--- src/rtl/randomized_lfsr_gen_pkg.sv ---
// Shared types and LFSR tap constants for the randomized_lfsr_gen random-word generator.
package trng_pkg;

  typedef enum logic [2:0] {
    ST_IDLE,
    ST_WARMUP,
    ST_STIR,
    ST_VALID,
    ST_FAIL
  } state_t;

  // Masks have bit (n-1) set for each 1-based tap position n.
  localparam logic [31:0] TAPS_8  = 32'h0000_00B8;  // {8,6,5,4}
  localparam logic [31:0] TAPS_16 = 32'h0000_D008;  // {16,15,13,4}
  localparam logic [31:0] TAPS_24 = 32'h00E1_0000;  // {24,23,22,17}
  localparam logic [31:0] TAPS_32 = 32'h8020_0003;  // {32,22,2,1}

  function automatic bit width_legal(input int unsigned w);
    return (w == 8) || (w == 16) || (w == 24) || (w == 32);
  endfunction

  function automatic logic [31:0] tap_mask(input int unsigned w);
    logic [31:0] m;
    m = '0;
    case (w)
      8:       m = TAPS_8;
      16:      m = TAPS_16;
      24:      m = TAPS_24;
      32:      m = TAPS_32;
      default: m = '0;
    endcase
    return m;
  endfunction

endpackage

--- src/rtl/randomized_lfsr_gen_if.sv ---
// Output word handshake: the generator is the master, the consumer the slave.
interface randomized_lfsr_gen_if #(
  parameter int unsigned WIDTH = 16
) ();
  logic             out_valid;
  logic             out_ready;
  logic [WIDTH-1:0] out;

  modport master (output out_valid, output out, input out_ready);
  modport slave  (input out_valid, input out, output out_ready);
endinterface

--- src/rtl/trng_health_monitor.sv ---
// Repetition-count health test: trips when the entropy bit repeats REP_LIMIT times in a row.
module trng_health_monitor #(
  parameter int unsigned REP_LIMIT = 32
) (
  input  logic clk,
  input  logic reset,
  input  logic sample_en,
  input  logic clear,
  input  logic entropy_bit,
  output logic trip,
  output logic fail
);

  logic [7:0] rep_cnt;
  logic       last_bit;

  assign trip = (rep_cnt == 8'(REP_LIMIT));

  // rep_cnt is the current run length; a changed sample restarts the run at 1.
  always_ff @(posedge clk) begin
    if (reset) begin
      rep_cnt  <= '0;
      last_bit <= 1'b0;
      fail     <= 1'b0;
    end else begin
      if (trip) fail <= 1'b1;
      if (clear) begin
        rep_cnt <= '0;
      end else if (sample_en) begin
        last_bit <= entropy_bit;
        if (rep_cnt == '0 || entropy_bit != last_bit) rep_cnt <= 8'd1;
        else if (!trip) rep_cnt <= rep_cnt + 8'd1;
      end
    end
  end

endmodule

--- src/rtl/randomized_lfsr_gen.sv ---
// Ring-oscillator entropy mixed into a Fibonacci LFSR, with warm-up/stir FSM and valid/ready output.
// Optional repetition health test enabled by defining RANDOMIZED_LFSR_HEALTH_EN.

// Flop-based twisted ring standing in for the free-running inverter ring macro.
module ringoscillator #(
  parameter int unsigned STAGES = 3
) (
  input  logic clk,
  input  logic reset,
  output logic osc
);
  logic [STAGES-1:0] ring;

  always_ff @(posedge clk) begin
    if (reset) ring <= '0;
    else       ring <= {ring[STAGES-2:0], ~ring[STAGES-1]};
  end

  assign osc = ring[STAGES-1];
endmodule

module randomized_lfsr_gen
  import trng_pkg::*;
#(
  parameter int unsigned WIDTH         = 16,
  parameter int unsigned OSC_COUNT     = 4,
  parameter int unsigned WARMUP_CYCLES = 256,
  parameter int unsigned REP_LIMIT     = 32
) (
  input  logic                  CLK,
  input  logic                  reset,
  input  logic                  enable,
  randomized_lfsr_gen_if.master bus,
  output logic                  health_fail
);

  if (!width_legal(WIDTH)) begin : g_bad_width
    $error("randomized_lfsr_gen: WIDTH must be 8, 16, 24 or 32");
  end
  if (OSC_COUNT < 2 || OSC_COUNT > 8) begin : g_bad_osc
    $error("randomized_lfsr_gen: OSC_COUNT must be 2..8");
  end
  if (REP_LIMIT < 2 || REP_LIMIT > 255) begin : g_bad_rep
    $error("randomized_lfsr_gen: REP_LIMIT must be 2..255");
  end

  localparam logic [31:0]      TAPS_FULL = tap_mask(WIDTH);
  localparam logic [WIDTH-1:0] TAPS      = TAPS_FULL[WIDTH-1:0];
  localparam int unsigned      CNT_MAX   = (WARMUP_CYCLES > WIDTH) ? WARMUP_CYCLES : WIDTH;
  localparam int unsigned      CW        = $clog2(CNT_MAX + 1);

  logic [OSC_COUNT-1:0] osc;
  logic [1:0]           sync_q;
  logic                 entropy_bit;
  state_t               state_q, state_d;
  logic [CW-1:0]        cnt_q;
  logic                 cnt_last;
  logic [WIDTH-1:0]     lfsr_q, lfsr_next, out_q;
  logic                 fb, shift, load, trip;

  for (genvar i = 0; i < OSC_COUNT; i++) begin : g_osc
    ringoscillator #(.STAGES(3 + 2 * i)) u_osc (
      .clk   (CLK),
      .reset (reset),
      .osc   (osc[i])
    );
  end

  always_ff @(posedge CLK) begin
    if (reset) sync_q <= '0;
    else       sync_q <= {sync_q[0], ^osc};
  end

  assign entropy_bit = sync_q[1];

  always_comb begin
    fb = (^(lfsr_q & TAPS)) ^ entropy_bit;
    if (lfsr_q == '0) fb = 1'b1;
    lfsr_next = {lfsr_q[WIDTH-2:0], fb};
  end

  always_ff @(posedge CLK) begin
    if (reset) state_q <= ST_IDLE;
    else       state_q <= state_d;
  end

  always_comb begin
    state_d  = state_q;
    cnt_last = (state_q == ST_WARMUP) ? (cnt_q == CW'(WARMUP_CYCLES - 1))
                                      : (cnt_q == CW'(WIDTH - 1));
    case (state_q)
      ST_IDLE:   if (enable) state_d = ST_WARMUP;
      ST_WARMUP: if (cnt_last) state_d = ST_STIR;
      ST_STIR:   if (cnt_last) state_d = ST_VALID;
      ST_VALID:  if (bus.out_ready) state_d = ST_STIR;
      ST_FAIL:   state_d = ST_FAIL;
      default:   state_d = ST_IDLE;
    endcase
    if (!enable && state_q != ST_FAIL) state_d = ST_IDLE;
    if (trip) state_d = ST_FAIL;
    shift = (state_q == ST_WARMUP) || (state_q == ST_STIR);
    load  = (state_q == ST_STIR) && (state_d == ST_VALID);
  end

  // The word is taken from the post-shift value, so out equals the LFSR while VALID.
  always_ff @(posedge CLK) begin
    if (reset) begin
      lfsr_q <= WIDTH'(1);
      cnt_q  <= '0;
      out_q  <= '0;
    end else begin
      if (shift) lfsr_q <= lfsr_next;
      if (state_d != state_q) cnt_q <= '0;
      else if (shift)         cnt_q <= cnt_q + CW'(1);
      if (load) out_q <= lfsr_next;
    end
  end

  assign bus.out_valid = (state_q == ST_VALID);
  assign bus.out       = out_q;

`ifdef RANDOMIZED_LFSR_HEALTH_EN
  trng_health_monitor #(.REP_LIMIT(REP_LIMIT)) u_health (
    .clk         (CLK),
    .reset       (reset),
    .sample_en   (shift),
    .clear       (state_q == ST_IDLE),
    .entropy_bit (entropy_bit),
    .trip        (trip),
    .fail        (health_fail)
  );
`else
  assign trip        = 1'b0;
  assign health_fail = 1'b0;
`endif

endmodule

--- src/flat_wrapper.sv ---
// flat-port wrapper written by rule: the top's interface ports become plain ports
module randomized_lfsr_gen_flat import trng_pkg::*;
#(
  parameter int unsigned WIDTH         = 16,
  parameter int unsigned OSC_COUNT     = 4,
  parameter int unsigned WARMUP_CYCLES = 256,
  parameter int unsigned REP_LIMIT     = 32
)
  (CLK, reset, enable, health_fail, bus_out_valid, bus_out, bus_out_ready);
  randomized_lfsr_gen_if #(.WIDTH(WIDTH)) bus_i ();
  input  logic CLK;
  input  logic reset;
  input  logic enable;
  output logic health_fail;
  output wire logic [$bits(bus_i.out_valid)-1:0] bus_out_valid;
  output wire logic [$bits(bus_i.out)-1:0] bus_out;
  input wire logic [$bits(bus_i.out_ready)-1:0] bus_out_ready;
  assign bus_out_valid = bus_i.out_valid;
  assign bus_out = bus_i.out;
  assign bus_i.out_ready = bus_out_ready;
  randomized_lfsr_gen #(.WIDTH(WIDTH), .OSC_COUNT(OSC_COUNT), .WARMUP_CYCLES(WARMUP_CYCLES), .REP_LIMIT(REP_LIMIT)) u_core (.CLK(CLK), .reset(reset), .enable(enable), .bus(bus_i), .health_fail(health_fail));
endmodule
--- config.mk ---
export PLATFORM = sky130hd
export DESIGN_NAME = randomized_lfsr_gen_flat
export DESIGN_NICKNAME = d
export VERILOG_FILES = /design/src/rtl/randomized_lfsr_gen_pkg.sv /design/src/rtl/randomized_lfsr_gen_if.sv /design/src/rtl/trng_health_monitor.sv /design/src/rtl/randomized_lfsr_gen.sv /design/src/flat_wrapper.sv
export SDC_FILE = /design/constraint.sdc
export NUM_CORES = 1
export LEC_CHECK = 0
export CAP_MARGIN = 20
export CORE_MARGIN = 2
export CORE_UTILIZATION = 50
export DETAILED_ROUTE_END_ITERATION = 7
export PLACE_DENSITY_LB_ADDON = 0.3
export RECOVER_POWER = 100
export SKIP_LAST_GASP = 1
export SYNTH_ARGS = -nofsm -noshare
export SYNTH_HDL_FRONTEND = slang
export SYNTH_SLANG_ARGS = --single-unit
export TNS_END_PERCENT = 100
--- constraint.sdc ---
create_clock -name CLK -period 2.4 [get_ports CLK]
set_input_delay 0.36 -clock CLK [delete_from_list [all_inputs] [get_ports CLK]]
set_output_delay 0.36 -clock CLK [all_outputs]
set_load 0.1 [all_outputs]
==> results_dict.tcl <==
set metrics [dict create \
    outcome "finished, final reports clean" \
    synth-compound-area-share_pct 11.9 \
    drc 0 \
    arrival_ns 2.45 \
    drt-pass1-iter-count 4 \
    hold_viol_final 0 \
    htreeDepth 3 \
    die-area_um2 6100 \
    ff2ff_setup_slack_ns 0.20 \
    hold_buffers 0 \
    synth_top_area_share_pct 51.0 \
    placed_cells 364 \
    ctsResizeCount 0 \
    worstSetupEndpointType "flop" \
    viasPerCell 5.13 \
    crit_required_ns 2.65 \
    maxSlewViolCount 0 \
    power.switching_mw 0.472 \
    synthesis.area_um2 2750 \
    clock.fmax_ghz 0.455 \
    final.fill_count 475 \
    dp_hpwl_um 3010 \
    syn_area_per_cell_um2 9.56 \
    die_y_um 78.1 \
    rsz0062_at_grt "false" \
    p_per_area_nw_per_um2 696 \
    detail-route-antenna-nets 0 \
    root_buffer "clkbuf_8" \
    synthToLayoutAreaGrowth_pct 8.61 \
    syn-num-nets 293 \
    grtUsageTotal_pct 17.1 \
    power_frac_seq_pct 57.3 \
    yosysWarnings 0 \
    synth_top_area_cell "dfxtp_1" \
    drive_above_1_share_pct 12.3 \
    yosys-mux-area-fraction_pct 0.729 \
    p_int_mw 1.60 \
    r2r_end "u_core.cnt_q[4]" \
    antenna_found_initial 0 \
    cpPeakStageDelay_ns 0.66 \
    synth-xor-area-share_pct 4.79 \
    cap_violations 0 \
    p_sw_share_pct 22.7 \
    skew_ns 0.00532 \
    ir_drop_uv 397 \
    portBuffers 20 \
    relSlewSlack_pct 18.1 \
    grt-ovfl-total 0 \
    multiInputGateArea_um2 1190 \
    place_congestion 0.788 \
    rows 26 \
    grt_max_degree 61 \
    synth_top_family_by_area "simple AND/OR/NAND/NOR gates" \
    ys_seq_elements 70 \
    path_clk_slew_ns 0.07 \
    cp_cell_sequence "ha_1 > nand4b_4 > o2111a_1 > or4_1 > a211oi_1" \
    setup_violations 0 \
    comb_power_share_pct 4.1 \
    first_iter_violations 75 \
    whs_path_depth 3 \
    core_um2 5200 \
    cts.sinks 70 \
    crit_path_max_fanout 9 \
    drt_wl_total_um 4600 \
    initial_core_util_pct 52.7 \
    whs_endpoint "u_core.lfsr_q[0]" \
    min_from "reset" \
    io_pins 22 \
    startpoint_type "flop" \
    ys_types 43 \
    seq_area_frac_synth_pct 51.0 \
    seq_area_um2 1400 \
    cts_buffers 9 \
    setup_tns_ns 0 \
    rr_worst_depth 5 \
    wl_per_cell_um 12.1 \
    syn_inst 287 \
    clk_latency_ns 0.34 \
    synthTopCellsByArea "dfxtp_1 51%, nand2_1 7.2%, nor2b_1 5.2%" \
    hold_class "input pin to flop" \
    via_count 1948 \
    timing.rr.start "u_core.cnt_q[0]" \
    diodes 0 \
    slowest_stage "or4_1" \
    period_needed_ns 2.20 \
    final-instance-count-excl-fill 380 \
    leakage_nw 1.00 \
    worstSetupPathType "flop to flop" \
    fp.dieW_um 78.1 \
    worstMarginPinSlew_ns 1.23 \
    fin_crit_sh_pct 91.5 \
    cts_max_path_buffers 2 \
    clkPwrFrac_pct 38.6 \
    grt_pass1_vias 1897 \
    synthSimpleGateAreaFrac_pct 25.8 \
    post_cts_buffers 0 \
    layout.nets 311 \
    grt_first_pass_wirelength_um 8160 \
    synth_adder_area_share_pct 0.912 \
    tritoncts "done" \
]
==> sequential cells by signal, indices dropped and copies added (netlist names) <==
register / cells
u_core.state_q: 3
u_core.sync_q: 2
u_core.bus.out: 16
u_core.cnt_q: 9
u_core.g_osc.u_osc.ring: 24
u_core.lfsr_q: 16
==> logic make-up (layout without fill, tap and decap cells) <==
family          count (synthesis)  in the layout
fa+ha+maj                       2              2
flops                          70             70
xor+xnor                       15             15
buf+inv                        22             45
simple gates                  127            127
other cells                     1              1
compound gates                 48             48
mux                             2              2
==> cells in the mapped netlist (all sizes together) <==
master   n
dfxtp   70
nand2b   1
or3b     1
a211oi  10
buf      8
or4      3
and4b    1
or2      1
xnor2   14
nor2b   23
nor2    11
a41oi    1
or2b     1
nand3b   1
nand4b   3
o22ai    1
a21oi   31
nand2   63
o2111a   1
inv      4
nor4     5
ha       2
nor3b    1
xor2     1
o211ai   2
nor3     5
mux2i    2
nor4b    3
nand4    3
a31oi    1
clkbuf  10
o31ai    1
nand3    1
conb     1
==> worst max-delay path, delay by kind of cell (launching register included) <==
family	cells	cell delay (ns)
flops	1	0.38
simple gates	2	0.83
compound gates	2	0.62
fa+ha+maj	1	0.27
==> power by group through the flow <==
| stage | logic [mW] | registers [mW] | clock network [mW] |
|---|---|---|---|
| after global placement | 0.0856 | 1.22 | 0 |
| after detailed placement | 0.0864 | 1.22 | 0 |
| after CTS | 0.0868 | 1.19 | 0.833 |
| final | 0.0847 | 1.19 | 0.801 |
| after floorplan | 0.0725 | 1.21 | 0 |
| after global routing | 0.0947 | 1.19 | 0.891 |
==> layer usage <==
layer	global-route usage (%)	part of all wire, %
met3	7.82	4.3
met1	19.6	47
met2	28.0	47
met4	6.49	1.6
met5	0	0
==> per-stage QoR <==
stage	power [mW]	hold slack, ns	instance area [µm²]	utilization, %	setup slack [ns]
floorplan	1.28	0.397	2750	-	0.231
global placement	1.30	0.418	2910	55.9	0.191
detailed placement	1.30	0.419	2910	55.9	0.131
CTS	2.11	0.265	3080	59.2	0.202
global route	2.18	0.355	2980	57.3	0.0863
finish	2.08	0.340	2980	57.3	0.204
==> worst max path at each step <==
stage	startpoint	endpoint	slack [ns]	cells after the start
6_report	u_core.cnt_q[0]	u_core.cnt_q[4]	0.20	5
3_3_place_gp	enable	u_core.cnt_q[2]	0.19	5
2_1_floorplan	u_core.state_q[0]	bus_out_valid	0.23	3
4_1_cts	u_core.cnt_q[0]	u_core.cnt_q[4]	0.20	5
5_1_grt	u_core.cnt_q[0]	u_core.cnt_q[4]	0.09	5
3_5_place_dp	enable	u_core.cnt_q[4]	0.13	5
==> placed cells by master, fill, tap and decap left out, types with 3 or more instances in the layout <==
cell type / Yosys / final
a21oi_2: 10 / 10
nor2b_1: 23 / 23
clkbuf_1: 9 / 19
nor3_1: 5 / 5
clkbuf_8: 1 / 10
dfxtp_1: 70 / 70
nor2_1: 11 / 11
clkinv_2: 0 / 3
a211oi_1: 10 / 10
a21oi_1: 21 / 21
nor4b_1: 3 / 3
nand4_1: 3 / 3
inv_1: 4 / 4
nand2_1: 53 / 63
clkbuf_2: 0 / 3
xnor2_1: 14 / 14
nor4_1: 3 / 3
buf_4: 1 / 3
==> final cells by class <==
class	count	share of cell area (%)
well taps	70	2.94
multi-input cells	195	39.9
flip-flops and latches	70	47.0
clock buffers	12	4.87
clock inverters	4	0.755
inverters	4	0.504
repair buffers	25	4.07
(Power assumes the default switching activity.)
